### config.mk
export PLATFORM = sky130hd
export DESIGN_NAME = node_switch_flat
export DESIGN_NICKNAME = d
export VERILOG_FILES = /design/src/rtl/node_switch_if.sv /design/src/rtl/node_switch.sv /design/src/flat_wrapper.sv
export SDC_FILE = /design/constraint.sdc
export NUM_CORES = 1
export LEC_CHECK = 0
export BUFFER_PORTS_ARGS = -buffer_cell sky130_fd_sc_hd__buf_2
export CAP_MARGIN = 25
export CORE_MARGIN = 3
export CORE_UTILIZATION = 30
export CTS_BUF_LIST = sky130_fd_sc_hd__clkbuf_2 sky130_fd_sc_hd__clkbuf_4 sky130_fd_sc_hd__clkbuf_8
export DETAILED_ROUTE_END_ITERATION = 10
export REMOVE_ABC_BUFFERS = 1
export SKIP_CTS_REPAIR_TIMING = 1
export SLEW_MARGIN = 10
export SYNTH_ARGS = -nofsm -noshare
export SYNTH_HDL_FRONTEND = slang
export SYNTH_SLANG_ARGS = --single-unit
### constraint.sdc
create_clock -name clk -period 6.65 [get_ports clk]
set_input_delay 0.9975 -clock clk [delete_from_list [all_inputs] [get_ports clk]]
set_output_delay 0.9975 -clock clk [all_outputs]
set_load 0.02 [all_outputs]
### src/rtl/node_switch_if.sv
// Switch-side bundle of the router node: FIFO head/pop signals and output slot/backpressure signals.
// The switch connects through the slave modport; the FIFO/link-converter side uses master.
interface node_switch_if;
  logic [4:0]  in_valid;
  logic [79:0] in_data;
  logic [4:0]  in_pop;
  logic [4:0]  out_valid;
  logic [79:0] out_data;
  logic [4:0]  out_full;

  modport master (
    output in_valid, in_data, out_full,
    input  in_pop, out_valid, out_data
  );

  modport slave (
    input  in_valid, in_data, out_full,
    output in_pop, out_valid, out_data
  );
endinterface

### src/rtl/node_switch.sv
// 5-port mesh router switch stage: XY routing, per-output round-robin arbitration, 5x5 crossbar
// into registered output slots. Optional macro NODE_SWITCH_FLIT_COUNT_EN adds per-output flit counters.
module node_switch #(
  parameter int NODE_X = 0,
  parameter int NODE_Y = 0
) (
  input  logic         clk,
  input  logic         rst,
  node_switch_if.slave sw
`ifdef NODE_SWITCH_FLIT_COUNT_EN
  ,
  output logic [79:0]  flit_count
`endif
);

  localparam logic [3:0] NodeXL = 4'(NODE_X);
  localparam logic [3:0] NodeYL = 4'(NODE_Y);

  logic [4:0]       out_valid_q, out_valid_d;
  logic [4:0][15:0] out_data_q, out_data_d;
  logic [4:0][2:0]  rr_q, rr_d;
  logic [4:0][2:0]  route;
  logic [4:0][2:0]  winner;
  logic [4:0]       slot_free;
  logic [4:0]       has_grant;
  logic [4:0]       pop;

  always_comb begin
    route = '0;
    for (int i = 0; i < 5; i++) begin
      if (sw.in_data[16*i+12 +: 4] > NodeXL)      route[i] = 3'd1;
      else if (sw.in_data[16*i+12 +: 4] < NodeXL) route[i] = 3'd2;
      else if (sw.in_data[16*i+8 +: 4] > NodeYL)  route[i] = 3'd3;
      else if (sw.in_data[16*i+8 +: 4] < NodeYL)  route[i] = 3'd4;
      else                                        route[i] = 3'd0;
    end
  end

  // Scan requesters starting at rr[o], wrapping modulo 5; first hit wins.
  always_comb begin : arbitrate
    logic [3:0] idx;
    logic [2:0] cand;
    idx       = '0;
    cand      = '0;
    slot_free = '0;
    has_grant = '0;
    winner    = '0;
    for (int o = 0; o < 5; o++) begin
      slot_free[o] = !out_valid_q[o] || !sw.out_full[o];
      for (int k = 0; k < 5; k++) begin
        idx = {1'b0, rr_q[o]} + 4'(k);
        if (idx >= 4'd5) idx = idx - 4'd5;
        cand = idx[2:0];
        if (slot_free[o] && !has_grant[o] && sw.in_valid[cand] && (route[cand] == 3'(o))) begin
          has_grant[o] = 1'b1;
          winner[o]    = cand;
        end
      end
    end
  end

  // A grant loads the slot (replacing a departing flit on the same edge); a free idle slot empties.
  always_comb begin
    pop         = '0;
    out_valid_d = out_valid_q;
    out_data_d  = out_data_q;
    rr_d        = rr_q;
    for (int o = 0; o < 5; o++) begin
      if (has_grant[o]) begin
        pop[winner[o]] = 1'b1;
        out_valid_d[o] = 1'b1;
        out_data_d[o]  = sw.in_data[{winner[o], 4'b0000} +: 16];
        rr_d[o]        = (winner[o] == 3'd4) ? 3'd0 : winner[o] + 3'd1;
      end else if (slot_free[o]) begin
        out_valid_d[o] = 1'b0;
      end
    end
  end

  always_ff @(posedge clk) begin
    if (rst) begin
      out_valid_q <= '0;
      out_data_q  <= '0;
      rr_q        <= '0;
    end else begin
      out_valid_q <= out_valid_d;
      out_data_q  <= out_data_d;
      rr_q        <= rr_d;
    end
  end

  assign sw.in_pop    = rst ? 5'b00000 : pop;
  assign sw.out_valid = out_valid_q;
  assign sw.out_data  = out_data_q;

`ifdef NODE_SWITCH_FLIT_COUNT_EN
  logic [4:0][15:0] cnt_q, cnt_d;

  // Count departures, saturating at all-ones.
  always_comb begin
    cnt_d = cnt_q;
    for (int o = 0; o < 5; o++) begin
      if (out_valid_q[o] && !sw.out_full[o] && (cnt_q[o] != 16'hFFFF)) begin
        cnt_d[o] = cnt_q[o] + 16'd1;
      end
    end
  end

  always_ff @(posedge clk) begin
    if (rst) cnt_q <= '0;
    else     cnt_q <= cnt_d;
  end

  assign flit_count = cnt_q;
`endif

endmodule

### src/flat_wrapper.sv
// flat-port wrapper written by rule: the top's interface ports become plain ports
module node_switch_flat 
#(
  parameter int NODE_X = 0,
  parameter int NODE_Y = 0
)
  (clk, rst, sw_in_valid, sw_in_data, sw_out_full, sw_in_pop, sw_out_valid, sw_out_data);
  node_switch_if sw_i ();
  input  logic clk;
  input  logic rst;
  input wire logic [$bits(sw_i.in_valid)-1:0] sw_in_valid;
  input wire logic [$bits(sw_i.in_data)-1:0] sw_in_data;
  input wire logic [$bits(sw_i.out_full)-1:0] sw_out_full;
  output wire logic [$bits(sw_i.in_pop)-1:0] sw_in_pop;
  output wire logic [$bits(sw_i.out_valid)-1:0] sw_out_valid;
  output wire logic [$bits(sw_i.out_data)-1:0] sw_out_data;
  assign sw_i.in_valid = sw_in_valid;
  assign sw_i.in_data = sw_in_data;
  assign sw_i.out_full = sw_out_full;
  assign sw_in_pop = sw_i.in_pop;
  assign sw_out_valid = sw_i.out_valid;
  assign sw_out_data = sw_i.out_data;
  node_switch #(.NODE_X(NODE_X), .NODE_Y(NODE_Y)) u_core (.clk(clk), .rst(rst), .sw(sw_i));
endmodule
## Word level (Yosys, flattened, before mapping)

Cells that the tools add are included.

| word-level totals | value |
|---|---|
| flip-flop bits (word level) | 100 |
| input bits | 92 |
| output and inout bits | 90 |

| operators by class | value |
|---|---|
| add/sub/neg operators | 50 |
| $lt $le $gt $ge | 80 |
| equality and inequality tests | 25 |
| shifts and indexed selects | 5 |
| multiplexer cells | 226 |
| bitwise gates (word level) | 4 |
| reductions and logical operators | 120 |

Operators with widths:

| kind | count |
|---|---|
| $shiftx 80x8->16 | 5 |
| $mux 3 | 100 |
| $bmux 3 s3 | 25 |
| $lt 3x4->1 const B | 30 |
| $ge 4x3->1 const B | 20 |
| $bmux 1 s3 | 25 |
| $logic_and 1x1->1 | 75 |
| $sub 3x3->3 const B | 25 |
| $mux 1 | 65 |
| $add 3x2->4 const B | 10 |
| $gt 4x1->1 const B | 10 |
| $lt 4x1->1 const B | 10 |
| $eq 3x2->1 const B | 10 |
| $eq 3x3->1 const B | 10 |
| $logic_not 1->1 | 30 |
| $mux 5 | 6 |
| $add 3x1->4 const B | 5 |
| $add 3x3->4 const B | 5 |
| $or 5x5->5 | 4 |
| $add 3x1->3 const B | 5 |
| $demux 1 s3 | 5 |
| $eq 3x1->1 const B | 5 |
| $ge 3x1->1 const B | 5 |
| $ge 3x3->1 const B | 5 |
| 3 further kinds | 15 |

## Longest topological paths before layout

| depth | value |
|---|---|
| word-level depth | 44 |
| gate-level depth with buffers | 21 |

## Worst setup path before layout

No wires, ideal clock.

| timing path | value |
|---|---|
| path kind | in2out |
| from | input port sw_in_data[44] |
| to | output port sw_in_pop[0] |
| arrival | 4054 ps |
| data required time | 5653 ps |
| slack | 1599 ps |
| stages on the path | 13 |
| cells stage by stage | or4_1 > or4_1 > a211oi_1 > a211oi_1 > or2_1 > a221o_1 > a2bb2oi_1 > nor2_1 > buf_2 > buf_2 > clkinv_1 > nand3b_1 > a31oi_1 |

| on the way | value |
|---|---|
| longest elaborated chain between the ends | 42 |
| elaborated cells on any way between the ends | 249 |
| classes of those cells | order compare (12); eq/ne (20); mux (118); bitwise (4); reduce/logical (95) |

Ends and longest elaborated chain:

| item | RTL line | text |
|---|---|---|
| start: declaration | flat_wrapper.sv:12 | `input wire logic [$bits(sw_i.in_data)-1:0] sw_in_data;` |
| $lt 4x1->1 | node_switch.sv:32 | `else if (sw.in_data[16*i+12 +: 4] < NodeXL) route[i] = 3'd2;` |
| $mux 3 | node_switch.sv:32 |  |
| $mux 3 * | node_switch.sv:31 | `if (sw.in_data[16*i+12 +: 4] > NodeXL) route[i] = 3'd1;` |
| $bmux 3 s3 | node_switch.sv:54 | `if (slot_free[o] && !has_grant[o] && sw.in_valid[cand] && (route[cand] == 3'(o))) begin` |
| $mux 3 (implied by the code) | node_switch.sv:54 |  |
| $logic_not 3->1 | node_switch.sv:54 |  |
| $logic_and 1x1->1 | node_switch.sv:54 |  |
| $mux 1 | node_switch.sv:54 |  |
| [26 not listed] | n/a |  |
| $mux 5 | node_switch.sv:69 | `if (has_grant[o]) begin` |
| $or 5x5->5 (no line) | n/a |  |
| $mux 5 | node_switch.sv:69 |  |
| $or 5x5->5 (no line) | n/a |  |
| $mux 5 | node_switch.sv:69 |  |
| $or 5x5->5 (no line) | n/a |  |
| $mux 5 * | node_switch.sv:69 |  |
| $mux 5 * | node_switch.sv:92 | `assign sw.in_pop = rst ? 5'b00000 : pop;` |
| end: declaration | flat_wrapper.sv:14 | `output wire logic [$bits(sw_i.in_pop)-1:0] sw_in_pop;` |

Mark *: on every way between the ends. The rest lies on a longest branch, timed or not. The select of a mux whose other input is x is not followed.

## Final worst setup path

| timing path | value |
|---|---|
| from | register u_core.rr_q[4] (netlist name) |
| to | output port sw_in_pop[1] |

| on the way | value |
|---|---|
| longest elaborated chain between the ends | 40 |
| elaborated cells on any way between the ends | 86 |
| classes of those cells | add/sub (9); order compare (7); eq/ne (5); mux (42); bitwise (4); reduce/logical (19) |

Ends and longest elaborated chain:

| item | RTL line | text |
|---|---|---|
| start: declaration | node_switch.sv:21 | `logic [4:0][2:0] rr_q, rr_d;` |
| start signal: assignment | node_switch.sv:88 | `rr_q <= rr_d;` |
| branches (longest 32 deep; another with $add 3x1->4) | n/a |  |
| $mux 5 * | node_switch.sv:69 |  |
| $or 5x5->5 (no line) | n/a |  |
| $mux 5 * | node_switch.sv:69 |  |
| $or 5x5->5 (no line) | n/a |  |
| $mux 5 * | node_switch.sv:69 |  |
| $or 5x5->5 (no line) | n/a |  |
| $mux 5 * | node_switch.sv:69 |  |
| $mux 5 * | node_switch.sv:92 |  |

Every way passes the cells marked *. The select of a mux whose other input is x is not followed.

==> results.py <==
metrics = {
    "hold_path": {
        "hold_path_class": "reg2reg",
        "min_path_cells": 1,
        "min_from": "u_core.sw.out_data[12]$_SDFFE_PP0N_",
        "worstHoldEndpoint": "u_core.sw.out_data[12]$_SDFFE_PP0N_",
    },
    "route": {
        "ant_nets": 0,
        "wl_per_cell_um": 19.5,
        "routed-via-count": 8004,
        "via_per_inst": 5.68,
        "firstDrtPassIters": 7,
        "drc": 0,
        "drt-total-wl_um": 27400,
        "drtIter0Drc": 587,
    },
    "yosys": {
        "synth_simple_gate_area_share_pct": 22.9,
        "syn_area_per_cell_um2": 8.12,
        "yosys_register_bits": 77,
        "synth-xor-area-share_pct": 1.37,
        "synth-compound-area-share_pct": 29.6,
        "synth.area.mux_share_pct": 13.0,
        "synth_top_family_by_area": "compound AO/OA/AOI/OAI gates",
        "synth-async-reset-ratio_pct": 0,
        "synth.distinct_cells": 91,
        "yosys_warnings": 0,
        "synth_edf_count": 0,
        "syn_inst": 945,
        "synth_adder_area_share_pct": 5.68,
        "synth_flop_cell": "dfxtp_1",
        "ys_seq_area_share_pct": 20.1,
        "synth_area_um2": 7670,
    },
    "critical_path": {
        "start_kind": "register",
        "r2r-start": "u_core.rr_q[1]$_SDFFE_PP0N_",
        "critPathCaptureType": "output port",
        "crit_arrival_ns": 4.94,
        "reg2regPathDepth": 16,
        "crit_fanout": 13,
        "path_delay_family": "compound AO/OA/AOI/OAI gates",
        "crit_chain": "inv_1 -> ha_1 -> a21oi_1 -> mux2i_1 -> mux2_2 -> o22ai_1 -> a21boi_0 -> and3_1 -> and3_1 -> o31a_1 -> or2_1 -> buf_4 -> o32a_1 -> a21oi_1 -> buf_2",
        "r2r_end": "u_core.rr_q[2]$_SDFFE_PP0N_",
        "crit_type": "reg2out",
        "path_buf_inv": 3,
        "cp_slowest_cell": "dfxtp_1",
        "r2r_slack_ns": 1.68,
        "worstPathRequired_ns": 5.65,
        "crit_path_max_incr_delay_ns": 0.54,
    },
    "sta": {
        "max_freq_mhz": 168,
        "drv_slew": 0,
        "finalCritPeriodShare_pct": 89.3,
        "worstMarginPinSlew_ns": 0.804,
        "fin_skew_ns": 0.0172,
        "final-setup-viol-count": 0,
        "period_needed_ns": 5.94,
        "finalHoldViolations": 0,
        "rsz0062_at_grt": "false",
        "final.setup.tns_ns": 0,
        "slew-limit-headroom_pct": 45.9,
    },
    "cells_and_area": {
        "drive_gt1_share_pct": 23.6,
        "diodes": 0,
        "num-nets-final": 1204,
        "post-route-util_pct": 35.9,
        "areaGrowthSynthToFinish_pct": 15.9,
        "most-common-layout-cells": "buf_2 (163), dfxtp_1 (77), nand2_1 (50)",
        "final_common_cell": "buf_2",
    },
    "power": {
        "p_per_area_nw_per_um2": 593,
        "ir_drop_mv": 0.325,
        "power_leakage_nw": 3.81,
    },
    "clock_network": {
        "clockBufferDepth": 2,
        "clk_pin_slew_worst_paths_ns": 0.10,
        "cts-root-buf": "clkbuf_8",
        "tritoncts": "built",
        "htree_levels": 3,
        "cts.sinks": 77,
        "clk_latency_ns": 0.38,
        "numCtsBuffers": 9,
    },
    "run": {
        "drv_cap": 0,
    },
    "global_route": {
        "grt_use_total_pct": 19.0,
        "grt_first_pass_wirelength_um": 42800,
        "antenna_found_initial": 1,
        "overflow": 0,
        "grt_max_degree": 41,
        "grt_pass1_vias": 7496,
    },
    "floorplanning": {
        "start_util_pct": 31.0,
        "design.die.area_um2": 27500,
        "die_h_um": 166,
        "pin_count": 182,
        "chipWidth_um": 166,
        "core-area_um2": 24700,
        "placement_rows": 57,
    },
    "placement": {
        "hpwl_um": 20700,
        "globalplace.congestion": 0.943,
        "io_buffers": 163,
    },
    "run_status": {
        "outcome": "complete, no violations",
    },
}
how the worst max path moves through the flow:
stage,from,end,slack (ns),depth (start not counted)
final,u_core.rr_q[4]$_SDFFE_PP0N_,sw_in_pop[1],0.71,15
after CTS,u_core.rr_q[1]$_SDFFE_PP0N_,sw_in_pop[1],0.71,14
after global placement,sw_in_data[40],sw_in_pop[1],1.03,12
after floorplan,u_core.rr_q[3]$_SDFFE_PP0N_,sw_in_pop[0],0.70,14
after global routing,u_core.rr_q[1]$_SDFFE_PP0N_,sw_in_pop[1],0.35,14
after detailed placement,sw_in_data[40],sw_in_pop[3],1.01,12
registers in the layout, indices dropped and copies added (netlist names):
name / cells
u_core.sw.out_data: 64
u_core.rr_q: 9
u_core.sw.out_valid: 4
cells by family after synthesis:
logic type	count (synthesis)
AOI/OAI and AO/OA	302
xor gates and xnor gates	12
adders and majority gates	33
buffers and inverters	111
DFF	77
muxes	92
other	1
and+or+nand+nor	317
cell usage after synthesis, types with 6 or more instances:
library cell / instances / area (um2)
and3_1: 17 / 106
or4_1: 8 / 60.1
o211ai_1: 10 / 75.1
or3_1: 24 / 150
dfxtp_1: 77 / 1540
mux2i_1: 49 / 490
inv_1: 29 / 109
xnor2_1: 6 / 52.6
a31oi_1: 12 / 75.1
nand2b_1: 9 / 56.3
ha_1: 30 / 375
mux2_1: 29 / 327
xor2_1: 6 / 52.6
a221o_1: 16 / 160
o221ai_1: 6 / 52.6
nor3_1: 41 / 205
nand4_1: 6 / 37.5
o21ai_0: 47 / 235
o21ai_1: 27 / 135
o21a_1: 7 / 52.6
nand2_1: 50 / 188
buf_2: 23 / 115
o221a_1: 13 / 146
and2_1: 19 / 119
nor2_1: 44 / 165
nor4_1: 11 / 68.8
nand3_1: 25 / 125
a21oi_1: 45 / 225
buf_4: 20 / 150
clkbuf_1: 29 / 109
o22ai_1: 6 / 37.5
a21o_1: 12 / 90.1
nor2b_1: 28 / 175
a211oi_1: 19 / 143
mux2_2: 12 / 135
a221oi_1: 8 / 70.1
a221oi_2: 11 / 165
through the flow:
| step | setup WS [ns] | total power [mW] | cells | hold WS [ns] | instance area (um2) |
|---|---|---|---|---|---|
| 6_report | 0.709 | 5.27 | 1408 | 0.464 | 8890 |
| 5_1_grt | 0.349 | 5.70 | 1408 | 0.483 | 8890 |
| 3_3_place_gp | 1.03 | 4.81 | 1392 | 0.438 | 8700 |
| 3_5_place_dp | 1.01 | 4.85 | 1392 | 0.439 | 8700 |
| 4_1_cts | 0.711 | 5.24 | 1408 | 0.468 | 8890 |
| 2_1_floorplan | 0.697 | 3.63 | 883 | 0.529 | 7300 |
power breakdown:
group	leakage, nW	switching [mW]	internal, mW
logic	3.08	2.60	1.62
registers	0.630	0.102	0.591
clock network	0.0993	0.218	0.145
total	3.81	2.92	2.35
worst register-to-register path: cells and delay by family, from the launching register on:
kind | cells | cell delay, ns
XOR/XNOR | 1 | 0.33
flip-flops | 1 | 0.54
buffers and inverters | 3 | 0.60
multiplexers | 1 | 0.09
adder cells (fa/ha/maj) | 3 | 0.96
AO/OA/AOI/OAI | 3 | 1.15
AND/OR/NAND/NOR | 5 | 1.21
metal layers:
layer	up-vias	GRT usage, %	wire (um)
li1	3863	-	-
met1	3787	26.2	12600
met2	326	30.2	12400
met3	28	4.36	2060
met4	0	4.38	351
met5	-	0	0
layout make-up:
type	instances	area (um2)
multi-input combinational	773	5650
clock buffer	9	124
fill	2566	15900
tap	324	405
sequential	77	1540
inverter	33	124
timing repair buffer	185	981
clock inverter	7	67.6
(Power assumes the default switching activity.)
